$ cat src/rtl/fetch_unit.sv
// rtl/fetch_unit.sv - instruction fetch front end with 2-entry prefetch queue
module fetch_unit #(
    parameter int              ADDR_W   = 8,
    parameter int              DATA_W   = 32,
    parameter logic [ADDR_W-1:0] RESET_PC = '0
) (
    input  logic              clk,
    input  logic              clr,
    output logic              imem_req,
    output logic [ADDR_W-1:0] imem_addr,
    input  logic              imem_ack,
    input  logic [DATA_W-1:0] imem_rdata,
    output logic              id_valid,
    output logic [DATA_W-1:0] id_instr,
    output logic [ADDR_W-1:0] id_pc,
    input  logic              id_ready,
    input  logic              redirect,
    input  logic [ADDR_W-1:0] redirect_addr
);

    typedef enum logic [1:0] {IDLE, REQ, DRAIN} state_t;

    state_t              state_q, state_d;
    logic                req_q, req_d;
    logic [ADDR_W-1:0]   addr_q, addr_d;
    logic [ADDR_W-1:0]   fetch_pc_q, fetch_pc_d;
    logic [1:0]          count_q, count_d;
    logic                rd_ptr, wr_ptr;
    logic [ADDR_W-1:0]   fifo_pc    [2];
    logic [DATA_W-1:0]   fifo_instr [2];

    logic ack, push, pop, can_issue;

    assign imem_req  = req_q;
    assign imem_addr = addr_q;
    assign id_valid  = (count_q != 2'd0);
    assign id_instr  = fifo_instr[rd_ptr];
    assign id_pc     = fifo_pc[rd_ptr];

    always_comb begin
        state_d    = state_q;
        req_d      = req_q;
        addr_d     = addr_q;
        fetch_pc_d = fetch_pc_q;
        // acks without an outstanding request are ignored
        ack        = imem_ack & req_q;
        push       = (state_q == REQ) & ack & ~redirect;
        pop        = id_valid & id_ready & ~redirect;
        count_d    = redirect ? 2'd0 : count_q + {1'b0, push} - {1'b0, pop};
        can_issue  = (count_d < 2'd2);

        case (state_q)
            IDLE: begin
                if (!redirect && can_issue) begin
                    state_d = REQ;
                    req_d   = 1'b1;
                    addr_d  = fetch_pc_q;
                end
            end
            REQ: begin
                if (ack) begin
                    if (redirect) begin
                        state_d = IDLE;
                        req_d   = 1'b0;
                    end else begin
                        fetch_pc_d = addr_q + ADDR_W'(4);
                        if (can_issue) begin
                            addr_d = addr_q + ADDR_W'(4);
                        end else begin
                            state_d = IDLE;
                            req_d   = 1'b0;
                        end
                    end
                end else if (redirect) begin
                    state_d = DRAIN;
                end
            end
            DRAIN: begin
                if (ack) begin
                    state_d = IDLE;
                    req_d   = 1'b0;
                end
            end
            default: begin
                state_d = IDLE;
                req_d   = 1'b0;
            end
        endcase

        if (redirect) begin
            fetch_pc_d = redirect_addr & ~ADDR_W'(3);
        end
    end

    always_ff @(posedge clk or posedge clr) begin
        if (clr) begin
            state_q    <= IDLE;
            req_q      <= 1'b0;
            addr_q     <= RESET_PC;
            fetch_pc_q <= RESET_PC;
            count_q    <= 2'd0;
            rd_ptr     <= 1'b0;
            wr_ptr     <= 1'b0;
            for (int i = 0; i < 2; i++) begin
                fifo_pc[i]    <= '0;
                fifo_instr[i] <= '0;
            end
        end else begin
            state_q    <= state_d;
            req_q      <= req_d;
            addr_q     <= addr_d;
            fetch_pc_q <= fetch_pc_d;
            count_q    <= count_d;
            if (redirect) begin
                rd_ptr <= 1'b0;
                wr_ptr <= 1'b0;
            end else begin
                if (push) begin
                    fifo_pc[wr_ptr]    <= addr_q;
                    fifo_instr[wr_ptr] <= imem_rdata;
                    wr_ptr             <= ~wr_ptr;
                end
                if (pop) begin
                    rd_ptr <= ~rd_ptr;
                end
            end
        end
    end

endmodule

$ cat config.mk
export PLATFORM = sky130hd
export DESIGN_NAME = fetch_unit
export DESIGN_NICKNAME = d
export VERILOG_FILES = /design/src/rtl/fetch_unit.sv
export SDC_FILE = /design/constraint.sdc
export NUM_CORES = 1
export LEC_CHECK = 0
export BUFFER_PORTS_ARGS = -buffer_cell sky130_fd_sc_hd__buf_2
export CAP_MARGIN = 40
export CORE_MARGIN = 4
export CORE_UTILIZATION = 55
export DETAILED_ROUTE_END_ITERATION = 7
export PLACE_DENSITY_LB_ADDON = 0.12
export SETUP_SLACK_MARGIN = 0.05
export SYNTH_ARGS = -nofsm -noshare
export SYNTH_HDL_FRONTEND = slang
export SYNTH_SLANG_ARGS = --single-unit
$ cat constraint.sdc
create_clock -name clk -period 4.85 [get_ports clk]
set_clock_uncertainty 0.05 [all_clocks]
set_input_delay 0.97 -clock clk [delete_from_list [all_inputs] [get_ports clk]]
set_output_delay 0.97 -clock clk [all_outputs]
set_load 0.03 [all_outputs]
==> results_dict.tcl, run 1 <==
set metrics [dict create \
    grt_pass1_wl_microns 15100 \
    rsz0062_at_grt "no" \
    die_area_sq_mm 0.00999 \
    fin_ws_ns 1.70 \
    place_ws_ns 1.32 \
    htree_levels 3 \
    period_minus_slack_ns 3.15 \
    hold_viol_final 0 \
    synth_seq_cells 103 \
    gr-total-overflow 0 \
    ys_seq_area_frac 0.554 \
    tightestPinTransition_ns 0.705 \
    clock_latency_ns 0.36 \
    grt_antenna_before_repair 0 \
    total_power_mw 3.46 \
    async_flop_share 1.00 \
    drive_gt1_frac 0.543 \
    arrival_ns 3.34 \
    placementRows 33 \
    finalNetCount 478 \
    synth_edf_count 0 \
    syn_area_sq_mm 0.00465 \
    cts_tree "yes" \
    grt_pass1_vias 3070 \
    seqCellArea_sq_mm 0.00258 \
    clock_path_buffers 2 \
    diodes 0 \
    fin_crit_sh 0.649 \
    postCtsResizedCells 0 \
    n_fill_cell 635 \
    vdd_drop_max_mv 0.319 \
    max-cap-violations 0 \
    root_buffer "clkbuf_8" \
    synth_ff_type "dfrtp_1" \
    crit_fanout 26 \
    final_cell_area_sq_mm 0.00549 \
    outcome "finished clean" \
    yosysWarningCount 0 \
    core_sq_mm 0.00822 \
    port_buffers 92 \
    cpPeakStageDelay_ns 0.57 \
    max_freq_mhz 318 \
    die_h_microns 99.9 \
    drt-vias-per-instance 5.39 \
    p_leak_nw 2.68 \
    path_cells "buf_2 > or2_2 > ha_1 > inv_1 > ha_1 > xor3_2 > a2111o_1 > a211o_1" \
    dp_hpwl_microns 6110 \
    synth.distinct_cells 35 \
    hold_path.class "flop to flop" \
    path_clk_slew_ns 0.09 \
    avgSynthCellArea_sq_um 13.6 \
    p_per_area_mw_per_mm2 630 \
    setup_tns_ns 0 \
    vias 2912 \
    worstPathRequired_ns 5.04 \
    drtAntennaViolNets 0 \
    wire_per_inst_microns 16.5 \
    place_area_sq_mm 0.00525 \
    gr-usage-all-layers 0.188 \
    die_width_microns 99.9 \
    initialDrtViolationCount 87 \
    boundaryPins 95 \
    end_kind "flop" \
    start_util 0.566 \
    synth_fp_nets 389 \
    firstDrtPassIters 4 \
    numCtsBuffers 9 \
    worstSetupPathType "primary input to flop" \
    routed_wl_microns 8900 \
    max_slew_margin 0.529 \
    cts_setup_buffers 0 \
    area_delta_synth_final_pct 18.0 \
    worstSetupStartpointType "primary input" \
    multi_input_area_sq_mm 0.00195 \
    drv_slew 0 \
    cts_num_sinks 103 \
    ctsHoldBuffers 0 \
    path_common_cell "ha_1" \
    grt_max_degree 61 \
    crit_slowest_cell "a2111o_1" \
    finalSetupViolations 0 \
    gp_congestion 0.738 \
    synthCells 341 \
    drc 0 \
]
[sequential cells by signal (all words and copies together) (netlist names)]
| register | cells |
|---|---|
| imem_addr | 8 |
| wr_ptr | 1 |
| imem_req | 1 |
| fifo_instr | 64 |
| fetch_pc_q | 8 |
| count_q | 2 |
| state_q | 2 |
| fifo_pc | 16 |
| rd_ptr | 1 |
[through the flow]
step	hold WS (ns)	utilization	cells
CTS	0.445	0.668	540
floorplan	0.402	-	341
global route	0.465	0.668	540
global placement	0.412	0.630	521
detailed placement	0.424	0.639	524
finish	0.442	0.668	540
[power by group]
part	switching [mW]	internal [mW]
Sequential	0.217	1.20
Combinational	0.783	0.623
Clock	0.289	0.345
Total	1.29	2.17
[critical path: cells and delay by family]
| family | cells | cell delay [ns] |
|---|---|---|
| simple gates | 1 | 0.42 |
| buf+inv | 2 | 0.30 |
| xor+xnor | 1 | 0.30 |
| fa+ha+maj | 2 | 0.43 |
| compound gates | 2 | 0.92 |
[cell usage after synthesis, types with 3 or more instances]
| library cell | count | area share |
|---|---|---|
| mux2_2 | 116 | 0.28 |
| dfrtp_1 | 103 | 0.55 |
| nor2_1 | 13 | 0.010 |
| o21ai_0 | 13 | 0.014 |
| nand2_1 | 12 | 0.0097 |
| a21oi_1 | 10 | 0.011 |
| buf_4 | 8 | 0.013 |
| buf_1 | 6 | 0.0048 |
| mux2_1 | 6 | 0.015 |
| mux2i_1 | 6 | 0.013 |
| clkbuf_1 | 5 | 0.0040 |
| inv_1 | 5 | 0.0040 |
| nor2b_1 | 4 | 0.0054 |
| xnor2_1 | 4 | 0.0075 |
| ha_1 | 3 | 0.0081 |
| nand3_1 | 3 | 0.0032 |
| nor3_1 | 3 | 0.0032 |
[final cells by class]
cell class,count,share of cell area
inverter,5,0.00388
timing repair buffer,99,0.103
clock buffer,11,0.0240
sequential,103,0.470
clock inverter,5,0.0194
multi-input combinational,212,0.356
tap,105,0.0240
[logic make-up (layout without fill, tap and decap cells)]
group / count (synthesis) / count (layout) / synth area share
mux: 128 / 128 / 0.308
flops: 103 / 103 / 0.554
simple gates: 43 / 43 / 0.0441
compound gates: 31 / 31 / 0.0390
buf+inv: 26 / 120 / 0.0293
xor+xnor: 7 / 7 / 0.0167
fa+ha+maj: 3 / 3 / 0.00807
[cell usage in the layout (no fill, tap or decap), drive strengths merged]
master    synthesis  layout
mux2            122     122
dfrtp           103     103
buf              16      99
o21ai            13      13
nor2             13      13
nand2            12      12
clkbuf            5      11
a21oi            10      10
mux2i             6       6
inv               5       6
xnor2             4       4
nor2b             4       4
nand3             3       3
nor3              3       3
ha                3       3
bufinv            0       3
or2               2       2
xor2              2       2
o22a              2       2
nand4b            1       1
and3              1       1
and3b             1       1
xor3              1       1
nor4              1       1
o21bai            1       1
a22oi             1       1
a2111o            1       1
nand2b            1       1
a211o             1       1
nor3b             1       1
o22ai             1       1
a211oi            1       1
clkinvlp          0       1
[layer usage]
| metal | track usage | wire length, microns | vias up |
|---|---|---|---|
| li1 | - | - | 1385 |
| met1 | 0.253 | 3970 | 1458 |
| met2 | 0.301 | 4310 | 62 |
| met3 | 0.0535 | 533 | 7 |
| met4 | 0.0515 | 92 | 0 |
| met5 | 0 | 0 | - |
[path summary, 6_finish.rpt]
path / startpoint / cells after the start / end / slack (ns)
worst min-delay path: fifo_pc[3]$_DFFE_PP0P_ / 1 / fifo_pc[3]$_DFFE_PP0P_ / 0.44
min in group asynchronous: clr / 2 / fifo_instr[48]$_DFFE_PP0P_ / 0.48
worst min register to register: fifo_pc[3]$_DFFE_PP0P_ / 1 / fifo_pc[3]$_DFFE_PP0P_ / 0.44
max in group asynchronous: clr / 4 / fifo_instr[33]$_DFFE_PP0P_ / 3.28
worst max register to register: state_q[1]$_DFFE_PP0P_ / 8 / imem_addr[2]$_DFFE_PP0P_ / 1.94
worst max-delay path: redirect / 8 / imem_addr[2]$_DFFE_PP0P_ / 1.70
No activity file was read; power rests on OpenSTA's default activity.
==> run 2, diff against run 1 <==
Settings changed: ABC_AREA set to 1, CORE_UTILIZATION 55 to 50.
Clock period 4.85 ns to 2.8 ns, I/O delays scaled along.
==> results_dict.tcl, run 2 <==
set metrics [dict create \
    worstSetupPathType "flop to flop" \
    root_buffer "clkbuf_8" \
    wire_per_inst_microns 13.0 \
    core_sq_mm 0.00942 \
    async_flop_share 1.00 \
    initialDrtViolationCount 229 \
    worstSetupStartpointType "flop" \
    period_minus_slack_ns 2.53 \
    yosysTopAreaCellShare 0.523 \
    die_h_microns 107 \
    placementRows 35 \
    cts_tree "yes" \
    routed_wl_microns 10300 \
    r2r_cells 17 \
    reg2reg_slack_ns 0.27 \
    boundaryPins 95 \
    numCtsBuffers 9 \
    ys_seq_area_frac 0.523 \
    yosys-top-cells-count "245 x nand2_1, 103 x dfrtp_1, 58 x inv_1" \
    diodes 0 \
    finalSetupViolations 0 \
    synth.distinct_cells 30 \
    gr-total-overflow 0 \
    p_leak_nw 3.06 \
    yosysMostFrequentCell "nand2_1" \
    tightestPinTransition_ns 0.565 \
    firstDrtPassIters 5 \
    rsz0062_at_grt "no" \
    r2r_end "imem_addr[6]$_DFFE_PP0P_" \
    drtAntennaViolNets 0 \
    worstPathRequired_ns 2.99 \
    area_delta_synth_final_pct 13.4 \
    layout_commonest_cell "nand2_1" \
    r2r_start "state_q[1]$_DFFE_PP0P_" \
    hold_path.class "primary input to asynchronous set/reset pin" \
    synthCells 573 \
    cts_num_sinks 103 \
    p_per_area_mw_per_mm2 1000 \
    path_common_cell "nand2_1" \
    arrival_ns 2.72 \
    gr-usage-all-layers 0.186 \
    max_freq_mhz 395 \
    fin_crit_sh 0.904 \
    grt_antenna_before_repair 0 \
    largest_reg_flops 64 \
    cts_setup_buffers 0 \
    cpPeakStageDelay_ns 0.44 \
    drt-vias-per-instance 4.84 \
    path_cells "nor2_4 > inv_4 > nor2_8 > nand2_4 > ha_1 > inv_1 > ha_1 > inv_1 > nand2_1 > nand2_1 > nand2_1 > nand2_1 > inv_1 > nor2_1 > o21ai_0 > nand2_1 > o21ai_0" \
    clock_latency_ns 0.36 \
    path_clk_slew_ns 0.10 \
    drv_slew 0 \
    port_buffers 92 \
    finalNetCount 703 \
    start_util 0.523 \
    total_power_mw 5.60 \
    drive_gt1_frac 0.255 \
    crit_slowest_cell "dfrtp_1" \
    max_slew_margin 0.623 \
    drc 0 \
    end_kind "flop" \
    grt_pass1_wl_microns 17200 \
    crit_fanout 9 \
    die_area_sq_mm 0.0115 \
    synth_seq_cells 103 \
    grt_pass1_vias 3615 \
    synth_ff_type "dfrtp_1" \
    dp_hpwl_microns 6710 \
    max-cap-violations 0 \
    hold_viol_final 0 \
    largest_registers "fifo_instr: 64 flops, fifo_pc: 16 flops" \
    regMostFlops "fifo_instr" \
    yosysWarningCount 0 \
    outcome "finished clean" \
    die_width_microns 107 \
    clock_path_buffers 2 \
    gp_congestion 0.814 \
    vias 3818 \
    synth_edf_count 0 \
    synth_fp_nets 621 \
    setup_tns_ns 0 \
    ctsHoldBuffers 0 \
    postCtsResizedCells 0 \
    vdd_drop_max_mv 0.463 \
    final_cell_mix "245 x nand2_1, 103 x dfrtp_1, 92 x buf_2, 57 x inv_1, 44 x o21ai_2" \
    final_util 0.593 \
    avgSynthCellArea_sq_um 8.59 \
    netlist_top_cells_area "dfrtp_1 52%, nand2_1 19%, o21ai_2 7.8%" \
    holdWs_ns 0.263 \
    yosys.area.top_type "dfrtp_1" \
    htree_levels 3 \
    syn_area_sq_mm 0.00492 \
    grt_max_degree 104 \
]
run 2: changes by cell type in the layout (fill, tap and decap cells not counted), moves of 3 or more:
cell / change
o211ai_1: +4
o21ai_1: +36
nor2b_1: -4
nand2_1: +233
mux2_1: -6
xnor2_1: -3
mux2_2: -116
a21oi_1: -9
inv_1: +53
clkinv_4: +3
o21ai_2: +44
mux2i_1: -5
nand3_1: +5
run 2: cells by family after synthesis:
kind of cell,synth area share
and+or+nand+nor,0.225
AOI/OAI and AO/OA,0.141
DFF,0.523
buffers and inverters,0.0932
xor gates and xnor gates,0.00712
adders and majority gates,0.00762
muxes,0.00203
run 2: area by class of cell:
cell class	instances	area, sq um
clock inverter	5	57.6
clock buffer	11	141
fill	884	3830
inverter	61	240
timing repair buffer	98	518
tap	129	161
multi-input combinational	382	1890
sequential	103	2580
run 2: critical path, delay by kind of cell (launching register included):
family / cells / cell delay (ns)
compound gates: 2 / 0.22
simple gates: 9 / 0.93
flops: 1 / 0.44
buf+inv: 4 / 0.28
fa+ha+maj: 2 / 0.47
run 2: worst max path at each step:
| stage | end | slack [ns] | cells past startpoint | start |
|---|---|---|---|---|
| 3_5_place_dp | imem_addr[0]$_DFFE_PP0P_ | 0.16 | 17 | imem_ack |
| 3_3_place_gp | imem_addr[6]$_DFFE_PP0P_ | 0.21 | 17 | imem_ack |
| 2_1_floorplan | imem_addr[6]$_DFFE_PP0P_ | 0.33 | 16 | redirect |
| 5_1_grt | imem_addr[6]$_DFFE_PP0P_ | 0.06 | 17 | state_q[1]$_DFFE_PP0P_ |
| 6_report | imem_addr[6]$_DFFE_PP0P_ | 0.27 | 17 | state_q[1]$_DFFE_PP0P_ |
| 4_1_cts | imem_addr[6]$_DFFE_PP0P_ | 0.28 | 17 | state_q[1]$_DFFE_PP0P_ |
run 2: through the flow:
| stage | worst slack, ns | area, sq um | instances |
|---|---|---|---|
| 2_1_floorplan | 0.334 | 4930 | 573 |
| 3_3_place_gp | 0.214 | 5390 | 773 |
| 3_5_place_dp | 0.158 | 5390 | 773 |
| 4_1_cts | 0.280 | 5580 | 789 |
| 5_1_grt | 0.0644 | 5580 | 789 |
| 6_report | 0.268 | 5580 | 789 |
run 2: metal layers:
layer / wire length (microns) / vias to the layer above / GRT usage / part of all wire
li1: - / 1943 / - / -
met3: 629 / 9 / 0.0349 / 0.061
met1: 4880 / 1769 / 0.266 / 0.48
met2: 4650 / 97 / 0.289 / 0.45
met4: 121 / 0 / 0.0566 / 0.012
met5: 0 / - / 0 / 0
run 2: power breakdown:
group | leakage, nW | total (mW) | internal [mW] | switching [mW]
combinational | 1.59 | 2.38 | 0.753 | 1.63
sequential | 1.36 | 2.27 | 1.97 | 0.294
clock | 0.103 | 0.950 | 0.439 | 0.510
